File: config.mk
export PLATFORM = sky130hd
export DESIGN_NAME = game_timer_fsm
export DESIGN_NICKNAME = d
export VERILOG_FILES = /design/src/rtl/game_pkg.sv /design/src/rtl/sec_prescaler.sv /design/src/rtl/game_timer_fsm.sv
export SDC_FILE = /design/constraint.sdc
export NUM_CORES = 1
export LEC_CHECK = 0
export ABC_AREA = 1
export CORE_UTILIZATION = 45
export DETAILED_ROUTE_END_ITERATION = 8
export PLACE_DENSITY = 0.68
export SETUP_SLACK_MARGIN = 0.02
export SYNTH_ARGS = -nofsm -noshare
export SYNTH_HDL_FRONTEND = slang
export SYNTH_SLANG_ARGS = --single-unit
File: constraint.sdc
create_clock -name CLOCK_50 -period 2.12 [get_ports CLOCK_50]
set_input_delay 0.424 -clock CLOCK_50 [delete_from_list [all_inputs] [get_ports CLOCK_50]]
set_output_delay 0.424 -clock CLOCK_50 [all_outputs]
set_load 0.01 [all_outputs]
File: src/rtl/game_pkg.sv
// Shared definitions for the whack-a-mole game session controller.
package game_pkg;

    localparam int TIME_W = 7;

    typedef enum logic [1:0] {
        ST_IDLE      = 2'd0,
        ST_COUNTDOWN = 2'd1,
        ST_PLAYING   = 2'd2,
        ST_GAME_OVER = 2'd3
    } game_state_t;

endpackage

File: src/rtl/sec_prescaler.sv
// Whole-second prescaler: counts 0..CLK_HZ-1 while enabled, otherwise parked at 0.
module sec_prescaler #(
    parameter int CLK_HZ = 50_000_000
) (
    input  logic CLOCK_50,
    input  logic rst,
    input  logic clr,
    input  logic en,
    output logic tick
);

    localparam int CW = (CLK_HZ > 1) ? $clog2(CLK_HZ) : 1;
    localparam logic [CW-1:0] LAST = CW'(CLK_HZ - 1);

    logic [CW-1:0] r_cnt;

    always_ff @(posedge CLOCK_50) begin
        if (rst || clr || !en)
            r_cnt <= '0;
        else if (r_cnt == LAST)
            r_cnt <= '0;
        else
            r_cnt <= r_cnt + CW'(1);
    end

    assign tick = en && (r_cnt == LAST);

endmodule

File: src/rtl/game_timer_fsm.sv
// Game session sequencer: IDLE -> COUNTDOWN -> PLAYING -> GAME_OVER, with
// seconds-remaining counter and final/high score latches.
module game_timer_fsm
    import game_pkg::*;
#(
    parameter int CLK_HZ            = 50_000_000,
    parameter int GAME_SECONDS      = 60,
    parameter int COUNTDOWN_SECONDS = 3,
    parameter int SCORE_W           = 12
) (
    input  logic               CLOCK_50,
    input  logic               rst,
    input  logic               start,
    input  logic [SCORE_W-1:0] score,
    output logic               game_on,
    output logic [TIME_W-1:0]  time_left,
    output logic [1:0]         state,
    output logic               score_clr,
    output logic               sec_tick,
    output logic [SCORE_W-1:0] final_score,
    output logic [SCORE_W-1:0] high_score
);

    localparam logic [TIME_W-1:0] GAME_T = TIME_W'(GAME_SECONDS);
    localparam logic [TIME_W-1:0] CD_T   = TIME_W'(COUNTDOWN_SECONDS);

    game_state_t        r_state;
    logic [TIME_W-1:0]  r_time_left;
    logic               r_game_on;
    logic               r_score_clr;
    logic [SCORE_W-1:0] r_final;
    logic [SCORE_W-1:0] r_high;

    logic w_run;
    logic w_tick;
    logic w_last_sec;
    logic w_start_ok;
    logic w_clr;

    assign w_run      = (r_state == ST_COUNTDOWN) || (r_state == ST_PLAYING);
    assign w_last_sec = w_tick && (r_time_left == TIME_W'(1));
    assign w_start_ok = start && ((r_state == ST_IDLE) || (r_state == ST_GAME_OVER));
    // Every phase entry restarts the prescaler so the first second is full length.
    assign w_clr      = w_start_ok || (w_last_sec && (r_state == ST_COUNTDOWN));

    sec_prescaler #(
        .CLK_HZ(CLK_HZ)
    ) u_presc (
        .CLOCK_50 (CLOCK_50),
        .rst      (rst),
        .clr      (w_clr),
        .en       (w_run),
        .tick     (w_tick)
    );

    always_ff @(posedge CLOCK_50) begin
        if (rst) begin
            r_state     <= ST_IDLE;
            r_time_left <= '0;
            r_game_on   <= 1'b0;
            r_score_clr <= 1'b0;
            r_final     <= '0;
            r_high      <= '0;
        end else begin
            r_score_clr <= 1'b0;
            case (r_state)
                ST_IDLE, ST_GAME_OVER: begin
                    if (start) begin
                        r_state     <= ST_COUNTDOWN;
                        r_time_left <= CD_T;
                        r_score_clr <= 1'b1;
                    end
                end
                ST_COUNTDOWN: begin
                    if (w_last_sec) begin
                        r_state     <= ST_PLAYING;
                        r_time_left <= GAME_T;
                        r_game_on   <= 1'b1;
                    end else if (w_tick) begin
                        r_time_left <= r_time_left - TIME_W'(1);
                    end
                end
                ST_PLAYING: begin
                    if (w_last_sec) begin
                        r_state     <= ST_GAME_OVER;
                        r_time_left <= '0;
                        r_game_on   <= 1'b0;
                        r_final     <= score;
                        if (score > r_high)
                            r_high <= score;
                    end else if (w_tick) begin
                        r_time_left <= r_time_left - TIME_W'(1);
                    end
                end
                default: begin
                    r_state     <= ST_IDLE;
                    r_time_left <= '0;
                    r_game_on   <= 1'b0;
                end
            endcase
        end
    end

    assign state       = r_state;
    assign time_left   = r_time_left;
    assign game_on     = r_game_on;
    assign score_clr   = r_score_clr;
    assign sec_tick    = w_tick;
    assign final_score = r_final;
    assign high_score  = r_high;

endmodule

==> impl.org, run 1 <==
** Run status
- The run finished with clean final reports.

** Worst setup path
- At the worst endpoint, the required time is 2.39 ns.
- Crit start category :: input port
- Sequence of cells on the critical path :: clkdlybuf4s50_1 -> ha_1 -> nand4_1 -> nor3_2 -> nand2_1 -> nand3_1 -> nand2_1 -> nor2_4 -> buf_4 -> o21ai_0 -> nor2_1
- For this design, the slowest cell found on the critical path is sky130_fd_sc_hd__clkdlybuf4s50_1.
- Cell family with the largest share of critical-path delay :: simple AND/OR/NAND/NOR gates
- The worst setup path is captured at a register.
- Data on the critical path arrives at its endpoint at between 2 and 2.5 ns.
- In this design, the stage delay of the slowest critical-path cell is 0.47 ns.
- CP dominant cell by count :: sky130_fd_sc_hd__nand2_1
- Together, buffers and inverters on the worst path number 2.
- By startpoint and endpoint, the worst setup path is classified as in2reg.
- In this run the worst path has a maximum fanout of 4.

** Routing
- Detailed-routing iteration count for the pre-antenna-repair pass :: 5
- DRC violation count after routing :: 0
- Wires add up to between 8000 and 9000 um.
- Remaining antenna violation count :: 0
- In the routed layout, each cell is associated on average with a via count of between 4 and 5.
- After detailed routing, the average wire length per cell comes to ~12 um.
- Iteration-0 DRC count of the detailed router :: between 100 and 150
- Vias :: roughly 3300

** STA
- For the finished layout, the period the worst path requires is 2.01 ns.
- Final critical-path setup slack :: around 0.11 ns
- Unrepaired setup endpoints after global routing :: yes
- Tightest Pin Transition :: 0.402 ns
- Hold violation count in the final report :: 0
- In this run the tightest slew margin relative to its limit is 0.730.
- Final worst-path cycle share :: 0.949
- Setup violations remaining at the end of the flow were counted as 0.
- On the final layout, the worst clock skew is approximately 0.0078 ns.
- Number of pins with negative max-slew slack in the final report :: 0
- Max Fclk :: 497 MHz

** Clock network
- Buffer cell driving the clock tree root :: sky130_fd_sc_hd__clkbuf_8
- Cts bufs inserted :: 9
- TritonCTS built the clock tree.
- CTS built an H-tree with a depth of 3.
- Clock latency on the worst-skew pair :: 0.34 ns
- The longest clock path from root to sink contains 2 buffers.
- Hold buffer count at cts :: 0
- For this design, the sink count on the clock tree is slightly above 60.
- After clock tree synthesis, the clock-pin slew on the worst setup and hold paths is 0.06 ns.

** Floorplanning
- Measured along the x axis, the die boundary spans roughly 90 um.
- 51 I/O pins were placed.
- Height of the die :: between 80 and 90 um
- The core region is slightly below 0.007 mm^2.
- Die area :: around 0.0077 mm^2
- Site Rows :: 30
- Starting Density :: 0.474

** Synth
- Synthesis produced a netlist whose cell count is 466.
- Number of nets produced by synthesis :: ~500
- Top-area cell type share of the netlist area :: 0.371
- The portion of synthesized area spent on multiplexers is 0.
- Number of warnings reported in the yosys synthesis log :: 0
- Yosys mapped a number of flops with a built-in enable equal to 0.
- By area, the combinational part of the netlist is dominated by simple AND/OR/NAND/NOR gates.
- The synthesized-area fraction occupied by ao, oa, aoi and oai cells came to 0.108.
- Number of library cell types mapped by synthesis :: 34
- Yosys attributes the largest share of cell area to sky130_fd_sc_hd__dfxtp_1 37%, sky130_fd_sc_hd__nor2_1 10%, sky130_fd_sc_hd__nand2_1 8.6%, sky130_fd_sc_hd__ha_1 6.8%, sky130_fd_sc_hd__o21ai_0 5.3%.
- Cell type contributing the most total cell area after synthesis :: sky130_fd_sc_hd__dfxtp_1
- The cell area that synthesis handed to floorplanning was ~0.0033 mm^2.
- Async SR Flop Fraction :: 0
- Of the total synthesized cell area, the portion taken by full adders, half adders and majority gates is 0.0684.
- Of the total synthesized cell area, the portion taken by XOR and XNOR cells is 0.0186.
- Dividing the synthesized area by the synthesized cell count gives 7.06 um^2.
- The share of the Yosys chip area taken by registers is 0.371.
- Number of flip-flops and latches in the synthesized netlist :: 61
- Top FF cell, synth :: sky130_fd_sc_hd__dfxtp_1
- Post-Synth Simple-Gate Area :: 0.353

** Place
- Input/output buffers :: 50
- Worst slack at placement :: -0.221 ns
- Once detailed placement completed, the half-perimeter wirelength came to 6240 um.
- The congestion estimate from routability-driven global placement came to 0.872.

** Final layout
- Final layout net count :: ~600
- Relative to the synthesized area, the layout overhead comes to 35.7%.
- Leaving out fill and tap cells, the most frequent cell in the layout is sky130_fd_sc_hd__nor2_1.
- Layout cells sized above 1 :: 0.195
- Diode count :: 0
- Commonest non-fill, non-tap cells in the layout :: 87 x sky130_fd_sc_hd__nor2_1, 75 x sky130_fd_sc_hd__nand2_1, 61 x sky130_fd_sc_hd__dfxtp_1

** Global routing
- Vias in the first global route :: a little over 3000
- For this run, the total global-route usage over all layers was measured as 0.229.
- The number of antenna violations at the first check in global routing is 0.
- After global routing the overflow that remains totals 0.
- Wire length of the first global-routing pass :: roughly 14000 um
- Pin count of the biggest net entering global routing :: 26

** Power
- Post-route total power :: 3.11 mW
- For this design the ratio of total power to cell area is roughly 700 mW/mm^2.
- VDD sags by at most approximately 0.33 mV.
- P_leak :: around 1.8 nW

** Min path
- Hold WC Path Type :: reg2reg

** Run
- Number of max-capacitance violations reported :: 0
[area by class of cell]
cell class | count | area, um^2
Tap cell | 96 | 120
Sequential cell | 61 | 1220
Clock buffer | 14 | 173
Clock inverter | 1 | 5.00
Fill cell | 631 | 2480
Inverter | 50 | 194
Timing Repair Buffer | 99 | 878
Multi-Input combinational cell | 343 | 1870
[stage by stage]
stage | instance area [um^2] | hold WS (ns) | util | setup TNS, ns | instances
floorplan | 3290 | 0.430 | - | 0 | 466
global placement | 4170 | 0.452 | 0.601 | -1.81 | 645
detailed placement | 4170 | 0.460 | 0.601 | -2.39 | 645
CTS | 4350 | 0.471 | 0.627 | 0 | 660
global route | 4470 | 0.488 | 0.643 | 0 | 664
finish | 4470 | 0.468 | 0.643 | 0 | 664
[synth_stat cells (2+ instances only)]
library cell	n
sky130_fd_sc_hd__nand2_1	75
sky130_fd_sc_hd__a21oi_1	22
sky130_fd_sc_hd__nand3_1	24
sky130_fd_sc_hd__nand4_1	12
sky130_fd_sc_hd__xor2_1	6
sky130_fd_sc_hd__o21a_1	2
sky130_fd_sc_hd__nor3b_1	4
sky130_fd_sc_hd__o21ai_0	35
sky130_fd_sc_hd__buf_4	2
sky130_fd_sc_hd__ha_1	18
sky130_fd_sc_hd__clkbuf_1	5
sky130_fd_sc_hd__nor2_4	5
sky130_fd_sc_hd__nor2_1	91
sky130_fd_sc_hd__nor2_2	17
sky130_fd_sc_hd__buf_2	2
sky130_fd_sc_hd__o21ai_1	3
sky130_fd_sc_hd__buf_6	3
sky130_fd_sc_hd__dfxtp_1	61
sky130_fd_sc_hd__nor3_1	11
sky130_fd_sc_hd__inv_2	4
sky130_fd_sc_hd__inv_1	46
sky130_fd_sc_hd__nand2_2	6
[power by group]
group	switching [mW]	internal, mW	leakage, nW
clock	0.440	0.513	0.0926
combinational	0.549	0.371	1.23
sequential	0.0399	1.20	0.492
[worst paths after layout]
path / from / endpoint / slack, ns / depth (start not counted)
setup / recovery: score[4] / high_score[5] / 0.11 / 11
hold reg to reg: game_on / game_on / 0.47 / 2
setup reg to reg: state[0] / time_left[4] / 0.19 / 11
hold / removal: game_on / game_on / 0.47 / 2
[state kept, by name (all words and copies together) (netlist names)]
signal / cells
state: 2
time_left: 7
score_clr: 1
game_on: 1
final_score: 12
u_presc.r_cnt: 26
high_score: 12
[per-layer routing]
layer  share of wire  vias up  track usage
met2            0.46       86        0.365
met1            0.49     1493        0.312
met5               0        -            0
met3           0.045        7       0.0493
li1                -     1699            -
met4           0.011        0       0.0671
[tightest hold or removal path, stage by stage, from the launching register on]
cell	delay (ns)
sky130_fd_sc_hd__dfxtp_1	0.31
sky130_fd_sc_hd__inv_1	0.05
sky130_fd_sc_hd__a211oi_1	0.06
[what timing repair did]
action                     4_1_cts  5_1_grt
pin swaps                        0        6
setup buffers                    0        4
resized for setup                2       24
setup endpoints to repair        1       27
gates cloned                     0        0
[kinds of logic after synthesis]
group | after synthesis
flip-flops | 61
adder cells (fa/ha/maj) | 18
AND/OR/NAND/NOR | 251
AO/OA/AOI/OAI | 67
buffers and inverters | 62
XOR/XNOR | 7
No activity file was read; power rests on OpenSTA's default activity.
==> run 2, diff against run 1 <==
Settings changed: MAX_ROUTING_LAYER set to met4.
==> impl.org, run 2 (same netlist as run 1, synthesis figures left out) <==
** Worst setup path
- CP dominant cell by count :: sky130_fd_sc_hd__nand2_1 (unchanged)
- The critical path arrival was 2.28 ns (about the same).
- The critical-path cell with the highest stage delay is sky130_fd_sc_hd__clkdlybuf4s50_1 (unchanged).
- The largest fanout on the critical path was 4 (unchanged).
- CP Data Required Time :: 2.39 ns (about the same)
- Cell family with the largest share of critical-path delay :: simple AND/OR/NAND/NOR gates (unchanged)
- Sequence of cells on the critical path :: clkdlybuf4s50_1 -> ha_1 -> nand4_1 -> nor3_2 -> nand2_1 -> nand3_1 -> nand2_1 -> nor2_4 -> buf_4 -> o21ai_0 -> nor2_1 (unchanged)
- Crit start category :: input port (unchanged)
- Critical path buffer and inverter count :: 2 (unchanged)
- Maximum cell stage delay along the critical path :: 0.47 ns (about the same)
- Endpoint class of the critical path :: register (unchanged)
- The worst setup path category is in2reg (unchanged).

** Floorplanning
- Die W :: 87.5 um (unchanged)
- Height of the die :: 87.5 um (unchanged)
- The total die area came to 0.00766 mm^2 (unchanged).
- The row count was 30 (unchanged).
- The number of primary I/O pins is 51 (unchanged).
- The initial core utilization came to 0.474 (unchanged).
- The core area is 0.00694 mm^2 (unchanged).

** Global routing
- The maximum number of pins on one net before global-route repair came to 26 (unchanged).
- The met3 demand-to-capacity share in global routing came to 0.0483 (was 0.0493).
- Overall routing resource usage :: 0.237 (was 0.229)
- Number of antenna violations at the first check in global routing :: 0 (unchanged)
- Met1 track utilization from global routing :: 0.314 (was 0.312)
- Met2 capacity usage during global routing :: 0.364 (was 0.365)
- Grt peak-use layer :: met2 (unchanged)
- Wire length of the first global-routing pass :: 13800 um (about the same)
- Vias in the first global route :: 3045 (unchanged)
- Overflow after GRT :: 0 (unchanged)

** Routing
- The number of routed nets with antenna violations was 0 (unchanged).
- The number of optimization iterations in the first detailed-route pass was 5 (unchanged).
- Iteration-0 DRC count of the detailed router :: 132 (was 143)
- Vias :: 3278 (was 3285)
- The wire length after detailed routing was 8270 um (was 8250 um).
- The vias per cell is 4.94 (was 4.95).
- The DRC violations left was 0 (unchanged).
- The average wire length per cell after detail routing is 12.5 um (was 12.4 um).

** Clock network
- The clock tree root buffer cell is sky130_fd_sc_hd__clkbuf_8 (unchanged).
- Clock transition time at the flip-flop clock pins of the worst setup and hold paths :: 0.06 ns (about the same)
- The TritonCTS clock tree is done (unchanged).
- The clock sink count is 61 (unchanged).
- Clock buffer depth :: 2 (unchanged)
- Cts bufs inserted :: 9 (unchanged)
- Level count of the clock H-tree :: 3 (unchanged)
- Clock latency on the worst-skew pair :: 0.34 ns (about the same)
- The hold buffer count at cts came to 0 (unchanged).

** STA
- The final-report max-slew violation count is 0 (unchanged).
- The portion of the clock cycle consumed by the worst path in the final layout came to 0.948 (was 0.949).
- Unrepaired setup endpoints after global routing: yes (unchanged).
- The transition time at the pin with the least slew margin came to 0.402 ns (about the same).
- Max Fclk :: 497 MHz (about the same)
- Final critical-path setup slack :: 0.110 ns (was 0.109 ns)
- Hold violation count in the final report :: 0 (unchanged)
- Setup-violating endpoint count in the final report :: 0 (unchanged)
- The worst max-slew margin expressed relative to the limit was 0.730 (about the same).
- Worst clock skew :: 0.00785 ns (was 0.00784 ns)
- The time the worst path needs with I/O delays and setup came to 2.01 ns (about the same).

** Final layout
- Diode count :: 0 (unchanged)
- The leading cell type in the layout, fill and taps excluded is sky130_fd_sc_hd__nor2_1 (unchanged).
- The post-synthesis to final-layout area growth is 35.7% (unchanged).
- The share of post-route cells with drive strength above 1 was 0.195 (unchanged).
- Commonest non-fill, non-tap cells in the layout: 87 x sky130_fd_sc_hd__nor2_1, 75 x sky130_fd_sc_hd__nand2_1, 61 x sky130_fd_sc_hd__dfxtp_1 (unchanged).
- Final layout net count :: 597 (unchanged)
- The post-route core utilization came to 0.643 (unchanged).
- Post-route cell area :: 0.00447 mm^2 (unchanged)
- The number of flip-flops in the largest register is 26 (unchanged).
- Largest Register :: u_presc.r_cnt (unchanged)

** Place
- The total cell area at the placement stage is 0.00417 mm^2 (unchanged).
- The post-detailed-placement half-perimeter wirelength is 6240 um (unchanged).
- Worst slack at placement :: -0.221 ns (unchanged)
- Input/output buffers :: 50 (unchanged)
- The weighted congestion at the end of routability-driven global placement is 0.886 (was 0.872).

** Power
- Maximum ir drop on the vdd rail :: 0.333 mV (was 0.334 mV)
- Post-route total power :: 3.11 mW (about the same)
- PwrDens :: 697 mW/mm^2 (was 696 mW/mm^2)
- P_leak :: 1.81 nW (unchanged)

** Run status
- Result of the run: finished clean (unchanged).

** Min path
- Hold WC Path Type :: reg2reg (unchanged)

** Run
- Number of max-capacitance violations reported :: 0 (unchanged)
## run 2: metrics by stage
| stage | hold WS, ns | TNS, ns | instances |
|---|---|---|---|
| after detailed placement | 0.460 | -2.39 | 645 |
| after CTS | 0.471 | 0 | 660 |
| after global placement | 0.452 | -1.81 | 645 |
| after floorplan | 0.430 | 0 | 466 |
| after global routing | 0.488 | 0 | 664 |
| final | 0.468 | 0 | 664 |
## run 2: path summary, 6_finish.rpt
check             startpoint             to  slack (ns)  cells after the start
setup reg to reg    state[0]   time_left[4]        0.19                     11
hold reg to reg      game_on        game_on        0.47                      2
hold / removal       game_on        game_on        0.47                      2
setup / recovery    score[4]  high_score[5]        0.11                     11
## run 2: final cells by class
class                           count  area [um^2]
Clock buffer                       14          173
Multi-Input combinational cell    343         1870
Tap cell                           96          120
Inverter                           50          194
Timing Repair Buffer               99          878
Fill cell                         631         2480
Sequential cell                    61         1220
Clock inverter                      1         5.00
## run 2: metal layers
metal / vias up / routed length, um
met5: - / 0
met4: 0 / 83
met3: 7 / 306
met2: 75 / 3770
met1: 1495 / 4110
li1: 1701 / -
## run 2: report_power, final
group | internal, mW | total [mW] | switching [mW]
Combinational | 0.371 | 0.921 | 0.549
Clock | 0.513 | 0.956 | 0.442
Sequential | 1.20 | 1.24 | 0.0399
Total | 2.08 | 3.11 | 1.03
## run 2: worst register-to-register path: stages (launching register included)
cell	delay (ns)
sky130_fd_sc_hd__dfxtp_1	0.32
sky130_fd_sc_hd__inv_1	0.06
sky130_fd_sc_hd__ha_1	0.32
sky130_fd_sc_hd__buf_4	0.17
sky130_fd_sc_hd__clkinvlp_4	0.12
sky130_fd_sc_hd__buf_4	0.16
sky130_fd_sc_hd__nand3_1	0.18
sky130_fd_sc_hd__nor2_1	0.15
sky130_fd_sc_hd__nand2_1	0.08
sky130_fd_sc_hd__nand3_1	0.08
sky130_fd_sc_hd__nand2_1	0.05
sky130_fd_sc_hd__a21oi_1	0.16
## run 2: repair_timing
item                       CTS  global route
setup buffers                0             4
setup endpoints to repair    1            27
resized for setup            2            24
pin swaps                    0             6
